===== config.mk =====
export PLATFORM = sky130hd
export DESIGN_NAME = s_reg_mct_sequencer
export DESIGN_NICKNAME = d
export VERILOG_FILES = /design/src/rtl/s_reg_mct_sequencer.sv
export SDC_FILE = /design/constraint.sdc
export NUM_CORES = 1
export LEC_CHECK = 0
export ABC_AREA = 1
export CORE_MARGIN = 5
export CORE_UTILIZATION = 44
export CTS_BUF_LIST = sky130_fd_sc_hd__clkbuf_2 sky130_fd_sc_hd__clkbuf_4 sky130_fd_sc_hd__clkbuf_8
export CTS_CLUSTER_DIAMETER = 50
export CTS_CLUSTER_SIZE = 40
export DETAILED_ROUTE_END_ITERATION = 10
export PLACE_DENSITY = 0.87
export SETUP_SLACK_MARGIN = 0.05
export SLEW_MARGIN = 25
export SYNTH_ARGS = -nofsm -noshare
export SYNTH_HDL_FRONTEND = slang
export SYNTH_SLANG_ARGS = --single-unit

===== constraint.sdc =====
create_clock -name CLOCK -period 2.71 [get_ports CLOCK]
set_clock_uncertainty 0.05 [all_clocks]
set_input_delay 0.542 -clock CLOCK [delete_from_list [all_inputs] [get_ports CLOCK]]
set_output_delay 0.542 -clock CLOCK [all_outputs]
set_load 0.01 [all_outputs]

===== src/rtl/s_reg_mct_sequencer.sv =====
// Memory-cycle-time sequencer: twelve-pulse timepulse counter, S-register strobes,
// counter/instruction address arbitration with a starvation guard, and a sticky parity alarm.
module s_reg_mct_sequencer #(
    parameter int NTP     = 12,
    parameter int MAXCTR  = 3,
    parameter bit PAR_CHK = 1'b1
) (
    input  logic        CLOCK,
    input  logic        rst,
    input  logic        STEP,
    input  logic        CTRREQ,
    input  logic [11:0] CTRADR,
    input  logic [11:0] INSTADR,
    input  logic        PARGOOD,
    input  logic        PALCLR,
    output logic [3:0]  TPNUM,
    output logic        CSG,
    output logic        WSG_,
    output logic        TPARG_,
    output logic [11:0] SADR,
    output logic        RPTSEL,
    output logic        CTRACK,
    output logic        MCTEND,
    output logic        PALARM
);

    localparam logic [3:0] LASTTP  = 4'(NTP);
    localparam logic [3:0] CLEARTP = 4'(NTP - 1);
    localparam logic [3:0] PARTP   = 4'd7;
    localparam logic [1:0] MAXRUN  = 2'(MAXCTR);

    logic [1:0] run;
    logic       atLast;
    logic       atClear;
    logic       atParity;
    logic       ctrGrant;
    logic       parFail;

    // Every strobe is qualified by STEP so a stalled sequencer emits nothing.
    always_comb begin
        atLast   = STEP && (TPNUM == LASTTP);
        atClear  = STEP && (TPNUM == CLEARTP);
        atParity = STEP && (TPNUM == PARTP);
        ctrGrant = CTRREQ && (run < MAXRUN);
        parFail  = PAR_CHK && atParity && !PARGOOD;
    end

    assign CSG    = atClear;
    assign WSG_   = !atLast;
    assign MCTEND = atLast;
    assign TPARG_ = !atParity;
    assign CTRACK = atLast && ctrGrant;

    always_ff @(posedge CLOCK or posedge rst) begin
        if (rst) begin
            TPNUM <= 4'd1;
        end else if (STEP) begin
            TPNUM <= (TPNUM == LASTTP) ? 4'd1 : TPNUM + 4'd1;
        end
    end

    // The address for the next MCT is chosen on the last timepulse; run counts
    // consecutive counter MCTs so an instruction MCT is forced once it hits MAXCTR.
    always_ff @(posedge CLOCK or posedge rst) begin
        if (rst) begin
            SADR   <= 12'd0;
            RPTSEL <= 1'b0;
            run    <= 2'd0;
        end else if (atLast) begin
            if (ctrGrant) begin
                SADR   <= CTRADR;
                RPTSEL <= 1'b1;
                run    <= run + 2'd1;
            end else begin
                SADR   <= INSTADR;
                RPTSEL <= 1'b0;
                run    <= 2'd0;
            end
        end
    end

    // A parity failure outranks a simultaneous clear request.
    always_ff @(posedge CLOCK or posedge rst) begin
        if (rst) begin
            PALARM <= 1'b0;
        end else if (parFail) begin
            PALARM <= 1'b1;
        end else if (PALCLR) begin
            PALARM <= 1'b0;
        end
    end

endmodule

==> out/results.ini, run 1 <==
[run_status]
outcome=finished, final reports clean

[setup_path]
cp_slowest_cell=dfstp_2
path_class=reg -> out
critPathBufInv=3
slowest_delay_ns=0.60
reg2regPathDepth=7
worstPathArrival_ns=2.00
worstReg2RegStart=TPNUM[0]$_DFFE_PP1P_
worstPathMaxFanout=7
worstReg2RegEnd=TPNUM[3]$_DFFE_PP0P_
startpoint=TPNUM[0]$_DFFE_PP1P_
r2r_slack_ns=1.13
crit_chain=inv_1, ha_1, nand4_1, buf_6, clkdlybuf4s50_1
crit_required_ns=2.12
end_kind=output port
startpoint_type=register
crit_family=buffers and inverters

[timing]
fmax_mhz=386
finalSetupTns_ns=0
fin_crit_sh=0.955
rsz0062_at_grt=no
setup_viol=0
setup_slack_ns=0.122
relSlewSlack=0.501
drv_slew=0
hold_violations=0
worstMarginPinSlew_ns=0.747
min_period_ns=2.59

[grt]
grt_use_total=0.188
globalRoute.totalOverflow=0
grt_first_pass_wirelength_um=4980
grt_pass1_vias=1127
antenna_found_initial=0
grt_max_degree=21

[place]
numPortBuffers=52
finalWeightedCongestion=0.872
place_ws_ns=0.185
place_hpwl_um=2340

[layout]
final_common_cell=nand2_1
final_cell_mix=nand2_1 (74), clkdlybuf4s50_1 (52), dfrtp_1 (19)
drive_above_1_share=0.0792
area_delta_synth_final_pct=58.6
diodes=0
fin_util=0.739
num-fill-cells=198
fin_nets=236

[route]
drtPass1Iterations=4
via_count=1138
post_drt_wl_per_cell_um=13.5
drc_errors=0
postRouteAntennaNets=0
first_iter_violations=34
vias_per_cell=4.95
wirelength_um=3100

[floorplan]
ios=53
start_util=0.466
coreArea_mm2=0.00225
rows=17
die-area_mm2=0.00347
die_w_um=58.9
die_h_um=58.9

[clock_network]
cts_buffers=3
htreeDepth=1
clock-sinks=20
cts_tree=yes
clock_latency_ns=0.30
clkTransAtPathRegs_ns=0.11
clockBufferDepth=2
cts-root-buf=clkbuf_4

[yosys]
yosys.area.top_type=dfrtp_1
synth_top_area_frac=0.452
syn_avg_cell_area_um2=7.30
yosys-top-cells-area=dfrtp_1 (45%), nand2_1 (26%), nand3_1 (6.2%)
synth_seq_area_share=0.477
yosysUniqueCellTypes=17
synth_fp_nets=177
syn_inst=144
syn-cell-area_mm2=0.00105
ys_warn_count=0
ys_seq_elements=20

[worst_hold_path]
hp-class=reg -> reg
hold_end=SADR[0]$_DFFE_PP0N_
hp-start=SADR[0]$_DFFE_PP0N_
holdPathStages=2

[job]
cap_violations=0

[pwr]
clockPowerShare=0.114
seqPwrFrac=0.397
irDropWorstVdd_uv=503
switching_share=0.362
power.density_mw_per_mm2=822
combinationalPowerShare=0.489
p_leak_nw=0.847
p_sw_w=0.000496
intPower_w=0.000874

==> area by class of cell <==
cell class / instances / area [µm²] / area share
Timing Repair Buffer: 61 / 592 / 0.355
Clock buffer: 4 / 30.0 / 0.0180
Tap cell: 28 / 35.0 / 0.0210
Inverter: 9 / 33.8 / 0.0203
Sequential cell: 20 / 502 / 0.301
Multi-Input combinational cell: 108 / 474 / 0.285
==> worst max-delay path by stage <==
| stage | to | slack, ns | cells after the start |
|---|---|---|---|
| 2_1_floorplan | CTRACK | 0.91 | 5 |
| 3_3_place_gp | CSG | 0.22 | 5 |
| 3_5_place_dp | CSG | 0.18 | 5 |
| 4_1_cts | WSG_ | 0.06 | 5 |
| 5_1_grt | WSG_ | 0.04 | 5 |
| 6_report | WSG_ | 0.12 | 5 |
==> what timing repair did <==
action	in CTS	in global routing
setup buffers	0	3
endpoints found under the setup margin	1	1
pin swaps	0	0
resized for setup	1	0
hold buffers	0	0
==> cells in the mapped netlist, drive strengths merged <==
| master | count |
|---|---|
| dfstp | 1 |
| nand2 | 74 |
| dfrtp | 19 |
| inv | 9 |
| nor2 | 8 |
| o21ai | 4 |
| nand4 | 1 |
| a21oi | 2 |
| buf | 6 |
| nor3 | 2 |
| nand3 | 14 |
| ha | 3 |
| clkbuf | 1 |
==> sequential cells by signal (all words and copies together), names as in the netlist <==
register / flops
run: 2
TPNUM: 4
RPTSEL: 1
SADR: 12
PALARM: 1
==> worst reg2reg max path, delay by kind of cell (launching register included) <==
kind	cells	cell delay (ns)
adder cells (fa/ha/maj)	1	0.23
AND/OR/NAND/NOR	3	0.29
flip-flops	1	0.60
buffers and inverters	3	0.36
==> per-layer routing <==
layer,track usage,vias to the layer above,routed length [µm]
li1,-,564,-
met1,0.207,523,1210
met2,0.338,41,1650
met3,0.0219,10,141
met4,0.117,0,104
met5,0,-,0
==> logic make-up after synthesis <==
family / after synthesis / synth area share
simple gates: 99 / 0.387
flops: 20 / 0.477
buf+inv: 16 / 0.0714
compound gates: 6 / 0.0286
fa+ha+maj: 3 / 0.0357
==> per-stage QoR <==
step	std cells	cell area [µm²]	hold WS [ns]	total power, W
after floorplan	144	1050	0.413	0.000821
after global placement	223	1610	0.414	0.00118
after detailed placement	223	1610	0.415	0.00121
after CTS	227	1640	0.445	0.00137
after global routing	230	1670	0.463	0.00147
final	230	1670	0.444	0.00137
==> power groups by stage <==
stage | sequential, W | combinational, W | clock [W]
floorplan | 0.000589 | 0.000231 | 0
global placement | 0.000538 | 0.000639 | 0
detailed placement | 0.000547 | 0.000665 | 0
CTS | 0.000541 | 0.000669 | 0.000160
global route | 0.000560 | 0.000732 | 0.000175
finish | 0.000544 | 0.000669 | 0.000157
(Power assumes the default switching activity.)
==> inputs of run 2 (changes only) <==
CORE_UTILIZATION = 41   (was 44)
CTS_BUF_LIST = sky130_fd_sc_hd__clkbuf_8   (was sky130_fd_sc_hd__clkbuf_2 sky130_fd_sc_hd__clkbuf_4 sky130_fd_sc_hd__clkbuf_8)
PLACE_DENSITY = 0.82   (was 0.87)
clock period = 2.7 ns   (was 2.71 ns; I/O delays follow)
==> run 2 against run 1 <==
  * Non-clock buffer count decreased by 4
  * Sequential power is essentially flat
  * Combinational power shrank 2%
  * Sequential share of layout area increased by 0.25 points
  * Critical path depth decreased by 1
  * Cell area shrank 0.83%
  * Worst setup slack gained 0.18 ns
  * Highest routed layer unchanged
==> out/results.ini, run 2 (same netlist as run 1, synthesis figures left out) <==
[run_status]
outcome=finished, final reports clean

[floorplan]
die_w_um=60.6  ; +3.0%
coreArea_mm2=0.00245  ; +8.9%
start_util=0.428  ; -0.0380
rows=18  ; +1
ios=53  ; unchanged
die-area_mm2=0.00368  ; +6.1%
die_h_um=60.6  ; +3.0%

[route]
drtPass1Iterations=4  ; unchanged
post_drt_wl_per_cell_um=13.1  ; -2.9%
first_iter_violations=31  ; -8.8%
postRouteAntennaNets=0  ; unchanged
drc_errors=0  ; unchanged
vias_per_cell=4.81  ; -2.8%
wirelength_um=2990  ; -3.7%
via_count=1096  ; -3.7%

[place]
numPortBuffers=52  ; unchanged
place_hpwl_um=2260  ; -3.1%
placed_cells=224  ; +0.45%
place_ws_ns=0.0880  ; -0.0966 ns
finalWeightedCongestion=0.752  ; -14%

[layout]
drive_above_1_share=0.0556  ; -0.0237
regMostFlops=SADR
largest_register_ffs=12  ; unchanged
final_common_cell=nand2_1
diodes=0  ; unchanged
num-fill-cells=210  ; +6.1%
area_delta_synth_final_pct=57.3
reg_top3=SADR x12, TPNUM x4, run x2
final_cell_mix=nand2_1 (74), clkdlybuf4s50_1 (51), dfrtp_1 (19)
instances_no_fill=228  ; -0.87%
fin_nets=232  ; -1.7%

[grt]
grt_use_total=0.186  ; -0.00152
antenna_found_initial=0  ; unchanged
grt_max_degree=21  ; unchanged
grt_pass1_vias=1141  ; +1.2%
grt_first_pass_wirelength_um=5150  ; +3.3%
globalRoute.totalOverflow=0  ; unchanged

[pwr]
p_leak_nw=0.845  ; -0.18%
power.density_mw_per_mm2=844  ; +2.7%
irDropWorstVdd_uv=602  ; +20%

[clock_network]
clkTransAtPathRegs_ns=0.07  ; -0.04 ns
cts-root-buf=clkbuf_8
cts_buffers=3  ; unchanged
clockBufferDepth=2  ; unchanged
clock_latency_ns=0.26  ; -0.04 ns
clock-sinks=20  ; unchanged
cts_tree=yes
htreeDepth=1  ; unchanged
cts_setup_buffers=0  ; unchanged

[setup_path]
cp_slowest_cell=clkdlybuf4s50_1
crit_chain=ha_1, nand2_1, nor3_1, clkdlybuf4s50_1
r2r_slack_ns=1.19  ; +0.06 ns
crit_required_ns=2.11  ; about the same
end_kind=output port
slowest_delay_ns=0.58  ; -0.02 ns
startpoint_type=register
worstPathArrival_ns=1.81  ; -0.19 ns
path_class=reg -> out
worstPathMaxFanout=5  ; -2

[timing]
relSlewSlack=0.494  ; -0.00744
setup_slack_ns=0.304  ; +0.182 ns
drv_slew=0  ; unchanged
fin_crit_sh=0.887
min_period_ns=2.40
setup_viol=0  ; unchanged
worstMarginPinSlew_ns=0.759  ; +0.0111 ns
finalSetupTns_ns=0  ; unchanged
rsz0062_at_grt=no
hold_ws_ns=0.429  ; -0.0142 ns
fmax_mhz=417
hold_violations=0  ; unchanged

[worst_hold_path]
hp-class=reg -> reg

[job]
cap_violations=0  ; unchanged

==> run 2: worst max-delay path: cells and delay by family (launching register included) <==
family / cells / cell delay (ns)
adders and majority gates: 1 / 0.17
buffers and inverters: 1 / 0.58
DFF: 1 / 0.56
and+or+nand+nor: 2 / 0.25
==> run 2: routing by layer <==
layer	global-route usage	vias to the layer above	routed length, µm
met3	0.0596	6	266
met2	0.296	46	1430
met1	0.233	495	1250
met4	0.0774	0	42
met5	0	-	0
li1	-	549	-
==> run 2: power by group <==
part | internal, W | leakage [nW] | switching, W | total [W]
registers | 0.000438 | 0.251 | 0.000105 | 0.000543
clock network | 0.000101 | 0.0269 | 0.0000962 | 0.000197
logic | 0.000364 | 0.567 | 0.000290 | 0.000655
==> run 2: path summary, 6_finish.rpt <==
| kind | start | endpoint | cells after the start |
|---|---|---|---|
| setup / recovery | TPNUM[0]$_DFFE_PP1P_ | CSG | 4 |
| hold / removal | SADR[0]$_DFFE_PP0N_ | SADR[0]$_DFFE_PP0N_ | 2 |
| setup reg to reg | TPNUM[0]$_DFFE_PP1P_ | run[1]$_DFFE_PP0N_ | 6 |
| hold reg to reg | SADR[0]$_DFFE_PP0N_ | SADR[0]$_DFFE_PP0N_ | 2 |
| max in group asynchronous | rst | TPNUM[1]$_DFFE_PP0P_ | 2 |
| min in group asynchronous | rst | SADR[5]$_DFFE_PP0N_ | 2 |
==> run 2: cell type report <==
class / instances / area [µm²] / share of cell area
clock buffers: 3 / 41.3 / 0.0250
clock inverters: 1 / 3.75 / 0.00227
inverters: 9 / 33.8 / 0.0204
multi-input cells: 108 / 474 / 0.287
flip-flops and latches: 20 / 502 / 0.304
well taps: 30 / 37.5 / 0.0227
repair buffers: 57 / 561 / 0.339
==> run 2: timing repair <==
item                       CTS  global route
resized for setup            0             1
hold buffers                 0             0
setup endpoints to repair    0             3
==> run 2: metrics by stage <==
step | instance area, µm² | utilization | power, W
floorplan | 1050 | - | 0.000824
global placement | 1610 | 0.654 | 0.00118
detailed placement | 1610 | 0.654 | 0.00120
CTS | 1650 | 0.672 | 0.00141
global route | 1650 | 0.673 | 0.00150
finish | 1650 | 0.673 | 0.00140
==> inputs of run 3 (changes only) <==
CORE_MARGIN = 2   (was 5)
CTS_CLUSTER_DIAMETER = not set   (was 50)
==> run 3 against run 2 <==
  * Cell count is 1.3% higher
  * Flip-flop and latch count stayed put
  * Critical path depth did not move
  * Power increased by 8.1%
  * Wire length decreased by 3.8%
  * Utilization rose by 1.9 points
  * First-iteration DRC count fell by 9.7%
  * Sequential power about the same
  * Clock power up 53%
  * Combinational power increased by 1%
  * Worst setup slack worse by 0.20 ns
  * Critical path type is now in -> out
  * Critical endpoint is now CTRACK
==> out/results.ini, run 3 (same netlist as run 1, synthesis figures left out) <==
[floorplan]
coreArea_mm2=0.00245  ; unchanged
ios=53  ; unchanged
die_h_um=54.6  ; -9.9%
rows=18  ; unchanged
start_util=0.428  ; unchanged
die_w_um=54.6  ; -9.9%
die-area_mm2=0.00298  ; -19%

[timing]
hold_violations=0  ; unchanged
rsz0062_at_grt=no
setup_viol=0  ; unchanged
setup_slack_ns=0.100  ; -0.203 ns
finalSetupTns_ns=0  ; unchanged
worstMarginPinSlew_ns=0.759  ; +0.000796 ns
drv_slew=0  ; unchanged
relSlewSlack=0.493  ; -0.000531
fin_crit_sh=0.963  ; +0.0753
min_period_ns=2.60  ; +0.203 ns
fmax_mhz=385  ; -7.8%

[place]
place_ws_ns=0.118  ; +0.0304 ns
place_hpwl_um=2240  ; -1.2%
placed_cells=226  ; +0.89%
finalWeightedCongestion=0.799  ; +6.2%
numPortBuffers=52  ; unchanged
dpl_cell_area_mm2=0.00162  ; +0.94%

[pwr]
power.density_mw_per_mm2=888  ; +5.1%
p_sw_w=0.000503  ; +2.3%
clockPowerShare=0.199  ; +0.058
seqPwrFrac=0.361  ; -0.028
intPower_w=0.00100  ; +11%
irDropWorstVdd_uv=620  ; +2.9%
combinationalPowerShare=0.440  ; -0.029
switching_share=0.334  ; -0.0190
p_leak_nw=0.858  ; +1.5%

[layout]
diodes=0  ; unchanged
final_cell_mix=nand2_1 (74), clkdlybuf4s50_1 (52), dfrtp_1 (19)
fin_nets=235  ; +1.3%
design_area_mm2=0.00170  ; +2.8%
largest_register_ffs=12  ; unchanged
final_common_cell=nand2_1
area_delta_synth_final_pct=61.7
drive_above_1_share=0.0746  ; +0.0191
regMostFlops=SADR
reg_top3=SADR x12, TPNUM x4, run x2
instances_no_fill=231  ; +1.3%

[setup_path]
worstPathMaxFanout=4  ; -1
crit_required_ns=2.11  ; about the same
startpoint_type=input port
r2r_slack_ns=1.13  ; -0.06 ns
cp_slowest_cell=clkdlybuf4s50_1
critPathBufInv=2  ; +1
end_kind=output port
crit_family=buffers and inverters
worstPathArrival_ns=2.01  ; +0.20 ns
worstReg2RegEnd=run[1]$_DFFE_PP0N_
worstReg2RegStart=TPNUM[0]$_DFFE_PP1P_
crit_path_frequent_cell=clkdlybuf4s50_1
path_class=in -> out
reg2regPathDepth=6  ; unchanged
slowest_delay_ns=0.55  ; -0.03 ns
crit_chain=clkdlybuf4s50_1, nand4_1, nor2_1, clkdlybuf4s50_1

[clock_network]
cts_resized=0  ; unchanged
cts-root-buf=clkbuf_8
clock-sinks=20  ; unchanged
clockBufferDepth=2  ; unchanged
cts_setup_buffers=0  ; unchanged
cts_tree=yes
htreeDepth=1  ; unchanged
cts_buffers=3  ; unchanged
clock_latency_ns=0.26  ; about the same
clkTransAtPathRegs_ns=0.07  ; about the same
postCtsHoldBufs=0  ; unchanged

[grt]
grt_first_pass_wirelength_um=4550  ; -12%
antenna_found_initial=0  ; unchanged
grt_pass1_vias=1110  ; -2.7%
globalRoute.totalOverflow=0  ; unchanged
grt_use_total=0.215  ; +0.0286
grt_max_degree=21  ; unchanged

[route]
drtPass1Iterations=4  ; unchanged
post_drt_wl_per_cell_um=12.4  ; -5.1%
drc_errors=0  ; unchanged
postRouteAntennaNets=0  ; unchanged
first_iter_violations=28  ; -9.7%
via_count=1111  ; +1.4%
vias_per_cell=4.81  ; about the same
wirelength_um=2870  ; -3.8%

[job]
cap_violations=0  ; unchanged

[worst_hold_path]
hold_end=SADR[4]$_DFFE_PP0N_
hp-start=SADR[4]$_DFFE_PP0N_
holdPathStages=2  ; unchanged
hp-class=reg -> reg

[run_status]
outcome=finished, final reports clean

==> run 3: cell types whose count changed in the layout (fill, tap and decap cells not counted) <==
cell,delta
buf_4,+3
dlymetal6s2s_1,-1
clkdlybuf4s50_1,+1
bufinv_16,+1
inv_1,-1
==> run 3: worst register-to-register path: stages (launching register included) <==
cell and delay [ns]:
dfstp_2 0.58, inv_1 0.05, ha_1 0.22, nand4_1 0.21, buf_4 0.24, nand2_1 0.06, o21ai_1 0.08
==> run 3: cell type report <==
cell class	instances	area, µm²
flip-flops and latches	20	502
clock inverters	1	30.0
multi-input cells	108	474
repair buffers	60	581
clock buffers	3	41.3
well taps	30	37.5
inverters	9	33.8
fillers	212	756
==> run 3: power groups by stage <==
stage	sequential (W)	clock (W)	combinational, W
after floorplan	0.000591	0	0.000232
after global placement	0.000544	0	0.000639
after detailed placement	0.000549	0	0.000666
after CTS	0.000545	0.000303	0.000670
after global routing	0.000559	0.000313	0.000730
final	0.000544	0.000301	0.000663
==> run 3: how the worst max path moves through the flow <==
stage	startpoint	to	depth (start not counted)	slack (ns)
final	STEP	CTRACK	4	0.10
after global routing	STEP	CTRACK	4	0.06
after CTS	STEP	CTRACK	4	0.09
after detailed placement	STEP	CTRACK	4	0.12
after global placement	STEP	CTRACK	4	0.11
after floorplan	TPNUM[0]$_DFFE_PP1P_	CTRACK	5	0.90
==> run 3: per-layer routing <==
| metal | track usage | up-vias | wire length (µm) |
|---|---|---|---|
| met5 | 0 | - | 0 |
| met4 | 0.0750 | 0 | 13 |
| met3 | 0.0273 | 2 | 164 |
| met2 | 0.411 | 36 | 1510 |
| met1 | 0.238 | 517 | 1180 |
| li1 | - | 556 | - |
==> run 3: stage by stage <==
stage | hold slack (ns) | util | total power (W)
4_1_cts | 0.443 | 0.689 | 0.00152
3_3_place_gp | 0.418 | 0.660 | 0.00118
2_1_floorplan | 0.413 | - | 0.000824
6_report | 0.439 | 0.692 | 0.00151
3_5_place_dp | 0.421 | 0.660 | 0.00122
5_1_grt | 0.457 | 0.692 | 0.00160
==> RTL edit, RTL diff (settings of run 2) <==
The parameter `PAR_CHK` goes from 1'b1 to 1'b0.
--- a/src/rtl/s_reg_mct_sequencer.sv
+++ b/src/rtl/s_reg_mct_sequencer.sv
@@ -4,5 +4,5 @@
     parameter int NTP     = 12,
     parameter int MAXCTR  = 3,
-    parameter bit PAR_CHK = 1'b1
+    parameter bit PAR_CHK = 1'b0
 ) (
     input  logic        CLOCK,
Behaviour: not the same (Yosys sat finds a counterexample within 10 cycles, from zero or initial values and one cycle with rst high).
==> RTL edit against run 2 <==
- non-clock buffer count down 1
- area after synthesis up 1.8%
- sequential cell count down 1
- wire length down 3.1%
- via count about the same
- combinational power up 2%
- maximum frequency down 5.8%
- critical path type is now input pin to output port
- largest power group unchanged
- register-to-register slack worse by 60 ps
- setup slack worse by 150 ps
- cell area about the same
- sequential share of layout area down 1.5 points
- power down 1.6%
- hold slack worse by 2.3 ps
==> RTL edit: results (changes against run 2) <==
==================================================================================
Register area                                                              477 um2   was 502 um2
Share of final-layout standard cells stronger than drive strength 1         0.0773   was 0.0556
Combinational share of power                                                 0.488   was 0.469
Count of placed standard cells including taps                                  220   was 224
FF-to-FF path depth                                                              8   was 6
Proportion of final cell area spent on non-clock buffers                     0.328   was 0.339
Net switching component of the power                                    0.000492 W   about the same
Data arrival at the endpoint of the critical path                          1950 ps   was 1810 ps
Met2 Routed Length                                                         1590 um   was 1430 um
Largest net degree at the start of global routing                               20   was 21
Total cell area at the placement stage                                    1610 um2   about the same
First-pass GRT wire length                                                 4840 um   was 5150 um
Clock buf/inv share                                                         0.0272   was 0.0273
Routed length per placed instance                                          12.9 um   was 13.1 um
Power dissipated in sequential cells                                    0.000510 W   was 0.000543 W
Multi-input combinational cell count                                            93   was 108
Remaining max-slew budget at the tightest pin                                0.498   was 0.494
Detail-routed via count per cell                                              4.89   was 4.81
Primary flip-flop cell chosen by synthesis mapping                         dfrtp_1   unchanged
Iteration-0 DRC Markers                                                         39   was 31
Area growth syn-to-layout                                                    54.6%   was 57.3%
Top cells by area, synth                                              dfrtp_1, nand2_1, nand3b_1, nand3_1, inv_1   was dfrtp_1, nand2_1, nand3_1, ha_1, inv_1
Synthesized instance count                                                     140   was 144
Number of I/O port buffers                                                      49   was 52
Post-Syn Nets                                                                  173   was 177
Synth Area in Compound Gates                                                0.0140   was 0.0286
Top cell types by occurrence after synthesis                          nand2_1, inv_1, dfrtp_1   was nand2_1, dfrtp_1, nand3_1
Total wire length after detailed routing                                   2900 um   was 2990 um
TritonCTS Sinks                                                                 19   was 20
Signal buffers                                                                  56   was 57
Pre-CTS setup slack                                                         130 ps   was 88.0 ps
Area share of fa/ha/maj cells after synthesis                               0.0351   was 0.0357
Vias in the first global route                                                1116   was 1141
Setup slack on the worst flop-to-flop path                                 1130 ps   was 1190 ps
Met3 WL                                                                     153 um   was 266 um
Net switching fraction of the power                                          0.358   was 0.353
Fin nets                                                                       228   was 232
Source-to-sink clock delay at the later pin of the worst-skew pair          250 ps
Run status                                                            finished clean   unchanged
Maximum frequency from static timing analysis                              393 MHz   was 417 MHz
Half-perimeter wire length after placement                                 2250 um   was 2260 um
Timing endpoint of the critical path                                        CTRACK   was CSG
Worst flop-to-flop path endpoint                                          TPNUM[3]   was run[1]
Final weighted congestion of routability-driven global placement             0.745   was 0.752
Area of the multi-input gates                                              467 um2   was 474 um2
Final Instance Area                                                       1650 um2   about the same
Distinct cell type count after synthesis                                        19   was 17
==================================================================================
RTL edit: changes by cell type after synthesis, sizes merged, moves of 2 or more:
cell           run 2  this run
nand2             74        50
o21ai              4         2
clkbuf             1         3
nand3b             0        12
nand3             14        16
nor2               8         6
inv                9        22
buf                6         3
RTL edit: how the worst min path moves through the flow:
stage,from,to,slack [ps],cells after the start
final,RPTSEL,RPTSEL,430,2
after global routing,SADR[5],SADR[5],460,2
after CTS,RPTSEL,RPTSEL,430,2
after detailed placement,SADR[5],SADR[5],420,2
after global placement,RPTSEL,RPTSEL,410,2
after floorplan,run[1],run[1],400,2
RTL edit: per-layer routing:
metal  vias up  GRT usage
met5         -          0
met3         7     0.0356
met2        28      0.326
li1        539          -
met1       521      0.190
met4         0     0.0743
RTL edit: critical path: stages:
cell and delay [ps]:
clkdlybuf4s50_1 500, nand2_2 120, nor2_8 140, nand2_1 80
inv_1 50, clkdlybuf4s50_1 530
